===== src/rtl/program_encoder.sv =====
// rtl/program_encoder.sv - packs symbolic instruction tokens into 8-bit words and loads them into instruction memory
module program_encoder #(
    parameter int IMEM_AW = 4
) (
    input  logic               clk,
    input  logic               rst,
    input  logic               start,
    input  logic               in_valid,
    output logic               in_ready,
    input  logic [3:0]         in_mnem,
    input  logic               in_reg,
    input  logic [3:0]         in_addr,
    output logic               imem_we,
    output logic [IMEM_AW-1:0] imem_addr,
    output logic [7:0]         imem_wdata,
    output logic               busy,
    output logic               done,
    output logic               err,
    output logic [1:0]         err_code,
    output logic [IMEM_AW:0]   count
);

    typedef enum logic [1:0] {
        S_IDLE  = 2'd0,
        S_LOAD  = 2'd1,
        S_DONE  = 2'd2,
        S_ERROR = 2'd3
    } state_t;

    localparam logic [IMEM_AW-1:0] PTR_MAX = '1;
    localparam logic [IMEM_AW-1:0] PTR_ONE = 1;
    localparam logic [IMEM_AW:0]   CNT_ONE = 1;

    state_t             state_q, state_d;
    logic [IMEM_AW-1:0] ptr_q, ptr_d;
    logic [IMEM_AW:0]   count_q, count_d;
    logic               imem_we_q, imem_we_d;
    logic [IMEM_AW-1:0] imem_addr_q, imem_addr_d;
    logic [7:0]         imem_wdata_q, imem_wdata_d;
    logic [1:0]         err_code_q, err_code_d;

    logic               legal;
    logic               is_halt;
    logic [7:0]         word;

    // Token encoder: opcode in [7:4], operand in [3:0]; bit 7 doubles as register select for LOAD/STORE.
    always_comb begin
        legal   = 1'b1;
        is_halt = 1'b0;
        word    = 8'h00;
        case (in_mnem)
            4'd0:                         word = 8'h00;
            4'd1:                         word = {in_reg, 3'b001, in_addr};
            4'd2:                         word = {in_reg, 3'b010, in_addr};
            4'd3, 4'd4, 4'd5, 4'd6, 4'd7: word = {in_mnem, 4'h0};
            4'd8: begin
                word    = 8'hF0;
                is_halt = 1'b1;
            end
            default:                      legal = 1'b0;
        endcase
    end

    always_comb begin
        state_d      = state_q;
        ptr_d        = ptr_q;
        count_d      = count_q;
        imem_we_d    = 1'b0;
        imem_addr_d  = imem_addr_q;
        imem_wdata_d = imem_wdata_q;
        err_code_d   = err_code_q;
        case (state_q)
            S_LOAD: begin
                if (in_valid) begin
                    if (!legal) begin
                        state_d    = S_ERROR;
                        err_code_d = 2'd1;
                    end else begin
                        imem_we_d    = 1'b1;
                        imem_addr_d  = ptr_q;
                        imem_wdata_d = word;
                        count_d      = count_q + CNT_ONE;
                        if (is_halt) begin
                            state_d = S_DONE;
                        end else if (ptr_q == PTR_MAX) begin
                            state_d    = S_ERROR;
                            err_code_d = 2'd2;
                        end else begin
                            ptr_d = ptr_q + PTR_ONE;
                        end
                    end
                end
            end
            default: begin
                if (start) begin
                    state_d    = S_LOAD;
                    ptr_d      = '0;
                    count_d    = '0;
                    err_code_d = 2'd0;
                end
            end
        endcase
    end

    always_ff @(posedge clk) begin
        if (rst) begin
            state_q      <= S_IDLE;
            ptr_q        <= '0;
            count_q      <= '0;
            imem_we_q    <= 1'b0;
            imem_addr_q  <= '0;
            imem_wdata_q <= 8'h00;
            err_code_q   <= 2'd0;
        end else begin
            state_q      <= state_d;
            ptr_q        <= ptr_d;
            count_q      <= count_d;
            imem_we_q    <= imem_we_d;
            imem_addr_q  <= imem_addr_d;
            imem_wdata_q <= imem_wdata_d;
            err_code_q   <= err_code_d;
        end
    end

    assign in_ready   = (state_q == S_LOAD);
    assign busy       = (state_q == S_LOAD);
    assign done       = (state_q == S_DONE);
    assign err        = (state_q == S_ERROR);
    assign err_code   = err_code_q;
    assign count      = count_q;
    assign imem_we    = imem_we_q;
    assign imem_addr  = imem_addr_q;
    assign imem_wdata = imem_wdata_q;

endmodule


===== config.mk =====
export PLATFORM = sky130hd
export DESIGN_NAME = program_encoder
export DESIGN_NICKNAME = d
export VERILOG_FILES = /design/src/rtl/program_encoder.sv
export SDC_FILE = /design/constraint.sdc
export NUM_CORES = 1
export LEC_CHECK = 0
export ABC_AREA = 1
export CAP_MARGIN = 20
export CORE_ASPECT_RATIO = 1.1
export CORE_MARGIN = 1.5
export CORE_UTILIZATION = 27
export CTS_CLUSTER_DIAMETER = 120
export DETAILED_ROUTE_END_ITERATION = 7
export GPL_TIMING_DRIVEN = 0
export PLACE_DENSITY_LB_ADDON = 0.05
export SLEW_MARGIN = 20
export SYNTH_ARGS = -nofsm -noshare
export SYNTH_HDL_FRONTEND = slang
export SYNTH_SLANG_ARGS = --single-unit

===== constraint.sdc =====
create_clock -name clk -period 2 [get_ports clk]
set_input_delay 0.4 -clock clk [delete_from_list [all_inputs] [get_ports clk]]
set_output_delay 0.4 -clock clk [all_outputs]
set_load 0.02 [all_outputs]

==> results of run 1 <==
## worst paths after layout
path	endpoint	start	depth (start not counted)
setup / recovery	done	state_q[1]$_SDFFE_PP0P_	3
hold / removal	imem_wdata[7]$_SDFFE_PP0P_	imem_wdata[7]$_SDFFE_PP0P_	2
setup reg to reg	ptr_q[2]$_SDFFE_PP0P_	ptr_q[0]$_SDFFE_PP0P_	9
hold reg to reg	imem_wdata[7]$_SDFFE_PP0P_	imem_wdata[7]$_SDFFE_PP0P_	2
## placed cells by master (no fill, tap or decap), types with 3 or more instances in the layout
cell type,instances
o21ai_0,9
nor3_1,3
nor2_1,19
clkdlybuf4s50_1,34
nand2_4,3
a21oi_1,18
nor2_2,3
inv_1,10
dfxtp_1,25
clkbuf_8,3
nand2_1,34
nor2_4,3
nand3_1,17
nand2_2,7
xor2_1,3
## cells by family (layout without fill, tap and decap cells)
logic type               count (synthesis)  count (layout)  synth area share
flip-flops                              26              26            0.4107
XOR/XNOR                                 3               3           0.02073
adder cells (fa/ha/maj)                  2               2           0.01974
buffers and inverters                   18              57           0.07010
AO/OA/AOI/OAI                           30              30            0.1293
AND/OR/NAND/NOR                         91              91            0.3495
## flip-flops by register name (all words and copies together), names as in the netlist
signal,cells
imem_wdata,8
count,5
imem_addr,4
ptr_q,4
err_code,2
state_q,2
imem_we,1
## critical path, cell delays in order (launching register included)
cell and delay [ns]:
dfxtp_1 0.43, inv_2 0.08, nor2_1 0.10, clkdlybuf4s50_1 0.60
## area by class of cell
class                      count  share of cell area
multi-input combinational    126              0.3787
sequential                    26              0.3002
timing repair buffer          36              0.2073
tap                           54             0.03888
inverter                      13             0.02952
clock buffer                   3             0.02376
buffer                         5             0.02160
## power groups by stage
stage	Combinational, µW	Sequential [µW]	Clock [µW]
floorplan	139	580	0
global placement	252	565	0
detailed placement	253	566	0
CTS	259	555	311
global route	279	557	329
finish	253	554	292
## per-stage QoR
| stage | utilization | area [µm²] | hold slack, ns | instances | setup WS [ns] |
|---|---|---|---|---|---|
| 3_5_place_dp | 0.3821 | 1685 | 0.4567 | 259 | 0.09265 |
| 3_3_place_gp | 0.3821 | 1685 | 0.4522 | 259 | 0.1024 |
| 4_1_cts | 0.3935 | 1735 | 0.4724 | 263 | 0.04216 |
| 5_1_grt | 0.3940 | 1738 | 0.4891 | 263 | 0.05616 |
| 6_report | 0.3940 | 1738 | 0.4677 | 263 | 0.1228 |
| 2_1_floorplan | - | 1267 | 0.4656 | 170 | 0.6833 |
## metal layers
| layer | global-route usage | share of wire |
|---|---|---|
| met3 | 0.02691 | 0.040 |
| met2 | 0.2244 | 0.48 |
| met1 | 0.1667 | 0.46 |
| met4 | 0.06000 | 0.018 |
| met5 | 0 | 0 |
## timing repair
action | CTS | global route
buffers inserted | 1 | 0
endpoints found under the setup margin | 2 | 1
resized for setup | 1 | 1
pin swaps | 1 | 0
==> flow_metrics.py, run 1 <==
metrics = {
    "route": {
        "first_pass_iters": 4,
        "route.detailed.drc": 0,
        "post_drt_wl_per_cell_um": 11.85,
        "first_iter_violations": 62,
        "ant_nets": 0,
        "via_per_inst": 4.624,
        "wl_um": 3117,
        "vias": 1216,
    },
    "timing": {
        "timing.final.crit_share": 0.9386,
        "finalHoldViolations": 0,
        "rsz0062_at_grt": "false",
        "relSlewSlack": 0.6713,
        "fmax_ghz": 0.5327,
        "setup-tns-final_ns": 0,
        "clock_skew_ns": 0.001550,
        "slew_viol_final": 0,
        "post-route-min-period_ns": 1.877,
        "tightest_slew_ns": 0.4931,
        "finalSetupViolations": 0,
    },
    "finish": {
        "fillers": 453,
        "nNetsFinal": 226,
        "multiInputGateArea_um2": 658.1,
        "final_layout_size_suffix_gt1_frac": 0.1388,
        "area_growth_pct": 37.12,
        "n_antenna_cell": 0,
        "register_area_um2": 521.8,
    },
    "worst_setup_path": {
        "cp.arrival_ns": 1.48,
        "cp-start-kind": "flop",
        "rrSetupSlack_ns": 0.57,
        "cp-end-kind": "primary output",
        "crit_fanout": 4,
        "required_ns": 1.60,
        "crit_type": "reg -> out",
    },
    "yosys": {
        "synthTopCellsByArea": "dfxtp_1 (41%), nand2_1 (10%), a21oi_1 (7.1%)",
        "synth.most_common_cell": "nand2_1",
        "ys.flop_type": "dfxtp_1",
        "syn_avg_cell_area_um2": 7.456,
        "synthCells": 170,
        "syn_area_um2": 1267,
        "synth_top_area_frac": 0.4107,
        "synth_seq_cells": 26,
        "synth_warnings": 0,
        "synth.distinct_cells": 24,
        "synth_fp_nets": 185,
        "async_reset_ff_frac": 0,
        "synth_common_cells": "nand2_1 (34), dfxtp_1 (26), nor2_1 (19), a21oi_1 (18), nand3_1 (17)",
        "synth_edf_count": 0,
        "yosysTopAreaCell": "dfxtp_1",
        "ys_seq_area_frac": 0.4107,
    },
    "floorplan": {
        "initial_core_util": 0.2874,
        "ios": 37,
        "coreArea_um2": 4410,
        "die_area_um2": 5115,
        "row_count": 25,
        "dieHeight_um": 74.86,
        "die_x_um": 68.33,
    },
    "clock_network": {
        "insertion_delay_ns": 0.27,
        "clk_pin_slew_ns": 0.08,
        "root_buffer": "clkbuf_8",
        "clock_sinks": 26,
        "numCtsBuffers": 3,
        "cts_hold_buffers": 0,
        "h-tree-depth": 1,
        "cts_tree": "yes",
        "clk_path_buf_depth": 2,
    },
    "global_routing": {
        "grt_max_degree": 14,
        "antenna_found_initial": 0,
        "gr-usage-all-layers": 0.1344,
        "grt_pass1_vias": 1131,
        "grt_overflow": 0,
        "grt_pass1_wl_um": 5126,
    },
    "pwr": {
        "p_total_uw": 1099,
        "sw_frac_of_total": 0.2908,
        "clockPowerShare": 0.266,
        "vdd_drop_max_mv": 0.2134,
        "p_int_uw": 779.7,
        "p_comb_frac": 0.230,
        "seq_power_share": 0.504,
        "cellPowerDensity_nw_per_um2": 632.6,
        "p_switching_uw": 319.7,
        "power.static_leakage_uw": 0.0006854,
    },
    "run_status": {
        "status": "finished, final reports clean",
    },
    "placement": {
        "dpl.hpwl_um": 2393,
        "io_buffers": 35,
        "place.gp.congestion": 0.7631,
    },
    "min_path": {
        "holdCritPathClass": "reg -> reg",
    },
    "job": {
        "cap_violations": 0,
    },
}
(Power assumes the default switching activity.)
==> run 2, diff against run 1 <==
--- a/config.mk
+++ b/config.mk
@@ -7,7 +7,6 @@
 export LEC_CHECK = 0
 export ABC_AREA = 1
 export CAP_MARGIN = 20
-export CORE_ASPECT_RATIO = 1.1
 export CORE_MARGIN = 1.5
 export CORE_UTILIZATION = 27
 export CTS_CLUSTER_DIAMETER = 120
==> run 2 against run 1 <==
  * Critical path depth unchanged
  * Sequential power about the same
  * Via count decreased by 1.2%
  * Clock skew increased by 0.0016 ns
  * Clock-buffer cell count unchanged
  * Utilization increased by 0.32 points
==> flow_metrics.py, run 2 (synthesis results as in run 1) <==
metrics = {
    "global_routing": {
        "antenna_found_initial": 0,
        "gr-usage-all-layers": 0.1318,
        "grt_pass1_wl_um": 5409,
        "grt_overflow": 0,
        "grt_max_degree": 16,
        "grt_pass1_vias": 1186,
    },
    "timing": {
        "slew_viol_final": 0,
        "hold_ws_ns": 0.4719,
        "timing.final.crit_share": 0.9369,
        "fmax_ghz": 0.5337,
        "relSlewSlack": 0.6588,
        "rsz0062_at_grt": "false",
        "tightest_slew_ns": 0.5117,
        "post-route-min-period_ns": 1.874,
        "finalHoldViolations": 0,
        "clock_skew_ns": 0.003187,
        "setup-tns-final_ns": 0,
        "finalSetupViolations": 0,
    },
    "worst_setup_path": {
        "path_cells": "inv_2 > nor2_1 > clkdlybuf4s50_1",
        "crit_buf_inv": 2,
        "startpoint": "state_q[1]$_SDFFE_PP0P_",
        "cp-start-kind": "flop",
        "cp-end-kind": "primary output",
        "cp.arrival_ns": 1.47,
        "crit_fanout": 4,
        "required_ns": 1.60,
        "crit_type": "reg -> out",
        "crit_path_max_incr_delay_ns": 0.60,
        "critPathSlowestCell": "clkdlybuf4s50_1",
        "r2r_start": "ptr_q[0]$_SDFFE_PP0P_",
        "crit_family": "buffers and inverters",
    },
    "route": {
        "post_drt_wl_per_cell_um": 12.01,
        "vias": 1201,
        "ant_nets": 0,
        "via_per_inst": 4.584,
        "route.detailed.drc": 0,
        "wl_um": 3147,
        "first_iter_violations": 26,
        "first_pass_iters": 4,
    },
    "clock_network": {
        "cts_tree": "yes",
        "insertion_delay_ns": 0.27,
        "clk_path_buf_depth": 2,
        "numCtsBuffers": 3,
        "clock_sinks": 26,
        "root_buffer": "clkbuf_8",
        "h-tree-depth": 1,
        "clk_pin_slew_ns": 0.09,
    },
    "pwr": {
        "power.static_leakage_uw": 0.0006995,
        "p_comb_frac": 0.202,
        "clockPowerShare": 0.353,
        "p_int_uw": 912.5,
        "vdd_drop_max_mv": 0.2637,
        "cellPowerDensity_nw_per_um2": 706.7,
        "p_total_uw": 1248,
        "p_switching_uw": 335.2,
        "seq_power_share": 0.445,
        "sw_frac_of_total": 0.2687,
    },
    "min_path": {
        "holdCritStartpoint": "imem_wdata[7]$_SDFFE_PP0P_",
        "holdCritPathClass": "reg -> reg",
    },
    "finish": {
        "final_cell_mix": "nand2_1 (34), clkdlybuf4s50_1 (34), dfxtp_1 (25), nor2_1 (19), a21oi_1 (18)",
        "n_antenna_cell": 0,
        "final_layout_size_suffix_gt1_frac": 0.1429,
        "multiInputGateArea_um2": 658.1,
        "fillers": 475,
        "fin_cells": 262,
        "area_growth_pct": 39.29,
        "largest_register_ffs": 8,
        "register_area_um2": 521.8,
        "nNetsFinal": 226,
    },
    "placement": {
        "dpl.hpwl_um": 2442,
        "place.gp.congestion": 0.7030,
        "dp_cells": 257,
        "io_buffers": 35,
    },
    "job": {
        "cap_violations": 0,
    },
    "run_status": {
        "status": "finished, final reports clean",
    },
    "floorplan": {
        "dieHeight_um": 71.52,
        "row_count": 24,
        "initial_core_util": 0.2852,
        "ios": 37,
        "die_area_um2": 5114,
        "die_x_um": 71.52,
        "coreArea_um2": 4444,
    },
}
==> run 2: cell types whose count changed in the layout (fill, tap and decap cells not counted), sizes merged <==
cell	delta
bufinv	+1
==> run 2: per-stage QoR <==
stage          cell area [µm²]  setup WS (ns)  utilization
6_report                  1765         0.1262       0.3972
5_1_grt                   1765        0.03624       0.3972
4_1_cts                   1763        0.02797       0.3967
3_5_place_dp              1683        0.08913       0.3787
3_3_place_gp              1683        0.09468       0.3787
2_1_floorplan             1267         0.6833            -
==> run 2: power groups by stage <==
stage / combinational (µW) / sequential, µW / clock [µW]
floorplan: 139 / 580 / 0
CTS: 257 / 556 / 453
detailed placement: 251 / 567 / 0
global route: 278 / 560 / 477
finish: 252 / 555 / 440
global placement: 250 / 566 / 0
==> run 2: what timing repair did <==
| item | CTS | global route |
|---|---|---|
| endpoints found under the setup margin | 2 | 1 |
| setup buffers | 1 | 0 |
| gates resized for setup | 1 | 1 |
| hold buffers | 0 | 0 |
| pin swaps | 1 | 0 |
| hold endpoints to repair | 0 | 0 |
==> run 2: cell type report <==
| cell class | instances | area share |
|---|---|---|
| Buffer | 5 | 0.02126 |
| Clock buffer | 3 | 0.02339 |
| Clock inverter | 1 | 0.01701 |
| Inverter | 13 | 0.02906 |
| Multi-Input combinational cell | 126 | 0.3728 |
| Sequential cell | 26 | 0.2955 |
| Tap cell | 52 | 0.03685 |
| Timing Repair Buffer | 36 | 0.2041 |
==> run 2: worst paths after layout <==
kind	endpoint	slack, ns	cells past startpoint
max	done	0.13	3
min	imem_wdata[7]$_SDFFE_PP0P_	0.47	2
max reg2reg	ptr_q[1]$_SDFFE_PP0P_	0.51	9
min reg2reg	imem_wdata[7]$_SDFFE_PP0P_	0.47	2
==> run 2: layer usage <==
metal,global-route usage,up-vias,share of wire
li1,-,637,-
met5,0,-,0
met2,0.2274,27,0.48
met4,0.03564,0,0.0086
met1,0.1670,533,0.47
met3,0.02813,4,0.044
==> run 2: worst reg2reg max path, cell delays in order (launching register included) <==
cell	delay, ns
dfxtp_1	0.46
ha_1	0.21
nand2_1	0.06
inv_1	0.07
nand2_1	0.07
nand2_1	0.14
nand2_2	0.11
nand2_2	0.12
nand2_1	0.06
a21oi_1	0.13
==> run 3, diff against run 2 <==
--- a/config.mk
+++ b/config.mk
@@ -6,13 +6,16 @@
 export NUM_CORES = 1
 export LEC_CHECK = 0
 export ABC_AREA = 1
+export ABC_CLOCK_PERIOD_IN_PS = 2000
 export CAP_MARGIN = 20
 export CORE_MARGIN = 1.5
 export CORE_UTILIZATION = 27
 export CTS_CLUSTER_DIAMETER = 120
+export CTS_CLUSTER_SIZE = 10
 export DETAILED_ROUTE_END_ITERATION = 7
 export GPL_TIMING_DRIVEN = 0
 export PLACE_DENSITY_LB_ADDON = 0.05
+export REMOVE_ABC_BUFFERS = 1
 export SLEW_MARGIN = 20
 export SYNTH_ARGS = -nofsm -noshare
 export SYNTH_HDL_FRONTEND = slang
==> run 3 against run 2 <==
  * Register-to-register slack worse by 0.03 ns
  * Clock power is 24% lower
  * Combinational power fell by 6%
  * Via count down 2.1%
  * Largest power group unchanged
==> flow_metrics.py, run 3 (synthesis results as in run 1) <==
metrics = {
    "run_status": {
        "status": "finished, final reports clean",
    },
    "clock_network": {
        "cts_hold_buffers": 0,
        "insertion_delay_ns": 0.27,
        "clock_sinks": 26,
        "clk_path_buf_depth": 2,
        "numCtsBuffers": 3,
        "h-tree-depth": 1,
        "root_buffer": "clkbuf_8",
        "clk_pin_slew_ns": 0.09,
        "cts_tree": "yes",
        "post-cts-setup-buffers": 0,
        "post_cts_resize_count": 2,
    },
    "global_routing": {
        "grt_overflow": 0,
        "grt_pass1_vias": 1136,
        "grt_max_degree": 19,
        "antenna_found_initial": 0,
        "gr-usage-all-layers": 0.1297,
        "grt_pass1_wl_um": 5230,
    },
    "floorplan": {
        "ios": 37,
        "initial_core_util": 0.2852,
        "row_count": 24,
        "dieHeight_um": 71.52,
        "coreArea_um2": 4444,
        "die_x_um": 71.52,
        "die_area_um2": 5114,
    },
    "timing": {
        "tightest_slew_ns": 0.7309,
        "clock_skew_ns": 0.009077,
        "fmax_ghz": 0.5327,
        "setup-tns-final_ns": 0,
        "post-route-min-period_ns": 1.877,
        "slew_viol_final": 0,
        "setup_slack_ns": 0.1228,
        "rsz0062_at_grt": "false",
        "timing.final.crit_share": 0.9386,
        "finalHoldViolations": 0,
        "relSlewSlack": 0.5112,
        "finalSetupViolations": 0,
    },
    "route": {
        "first_iter_violations": 62,
        "via_per_inst": 4.576,
        "wl_um": 3092,
        "route.detailed.drc": 0,
        "ant_nets": 0,
        "first_pass_iters": 6,
        "post_drt_wl_per_cell_um": 12.03,
        "vias": 1176,
    },
    "worst_setup_path": {
        "required_ns": 1.60,
        "cp-end-kind": "primary output",
        "cp-start-kind": "flop",
        "crit_type": "reg -> out",
        "crit_fanout": 4,
        "cp.arrival_ns": 1.48,
    },
    "pwr": {
        "cellPowerDensity_nw_per_um2": 658.9,
        "power.static_leakage_uw": 0.0006648,
        "vdd_drop_max_mv": 0.2682,
    },
    "placement": {
        "dp_cells": 253,
        "place.gp.congestion": 0.7575,
        "dp_slack_ns": -0.1294,
        "placement.cell_area_um2": 1655,
        "io_buffers": 36,
        "dpl.hpwl_um": 2318,
    },
    "finish": {
        "final_cell_mix": "nand2_1 (34), clkdlybuf4s50_1 (34), dfxtp_1 (26), nor2_1 (19), a21oi_1 (18)",
        "final_core_util": 0.3843,
        "fin_cells": 257,
        "area_growth_pct": 34.75,
        "fillers": 473,
        "final_layout_size_suffix_gt1_frac": 0.1220,
        "final_area_um2": 1708,
        "nNetsFinal": 221,
        "n_antenna_cell": 0,
        "largest_register_ffs": 8,
    },
    "job": {
        "cap_violations": 0,
    },
    "min_path": {
        "holdCritPathClass": "reg -> reg",
    },
}
==> run 3: cell types whose count changed in the layout (fill, tap and decap cells not counted) <==
cell / before / now
bufinv_16: 1 / 0
dfxtp_1: 25 / 26
clkbuf_8: 3 / 4
clkbuf_1: 2 / 0
buf_4: 2 / 0
dlymetal6s2s_1: 1 / 0
dfxtp_2: 1 / 0
buf_6: 2 / 0
dlygate4sd2_1: 0 / 2
==> run 3: cell type report <==
cell class	instances	area, µm²	share of cell area
Timing Repair Buffer	36	357.8	0.2095
Inverter	13	51.30	0.03004
Multi-Input combinational cell	126	658.1	0.3853
Clock buffer	4	55.05	0.03223
Tap cell	52	65.06	0.03810
Sequential cell	26	520.5	0.3048
==> run 3: worst paths after layout <==
| kind | start | to | cells past startpoint | slack [ns] |
|---|---|---|---|---|
| min reg2reg | imem_wdata[0]$_SDFFE_PP0P_ | imem_wdata[0]$_SDFFE_PP0P_ | 2 | 0.47 |
| max reg2reg | ptr_q[0]$_SDFFE_PP0P_ | ptr_q[0]$_SDFFE_PP0P_ | 9 | 0.48 |
| max | state_q[1]$_SDFFE_PP0P_ | done | 3 | 0.12 |
| min | imem_wdata[0]$_SDFFE_PP0P_ | imem_wdata[0]$_SDFFE_PP0P_ | 2 | 0.47 |
==> run 3: critical path: stages, from the launching register on <==
cell and delay, ns:
dfxtp_1 0.43, inv_2 0.08, nor2_1 0.09, clkdlybuf4s50_1 0.60
==> run 3: layer usage <==
metal  vias to the layer above  share of wire  track usage
met5                         -              0            0
met4                         0         0.0061      0.04822
met3                         2          0.039      0.02391
met2                        25           0.46       0.2139
met1                       528           0.49       0.1696
li1                        621              -            -
==> run 3: where the power goes <==
group / internal [µW] / switching (µW)
Sequential: 537 / 17.6
Clock: 176 / 159
Combinational: 92.3 / 145
==> run 3: metrics by stage <==
| stage | hold WS (ns) | total power, µW |
|---|---|---|
| 2_1_floorplan | 0.4595 | 705.0 |
| 3_3_place_gp | 0.4544 | 808.4 |
| 3_5_place_dp | 0.4595 | 811.2 |
| 4_1_cts | 0.4734 | 1149 |
| 5_1_grt | 0.4994 | 1201 |
| 6_report | 0.4667 | 1125 |
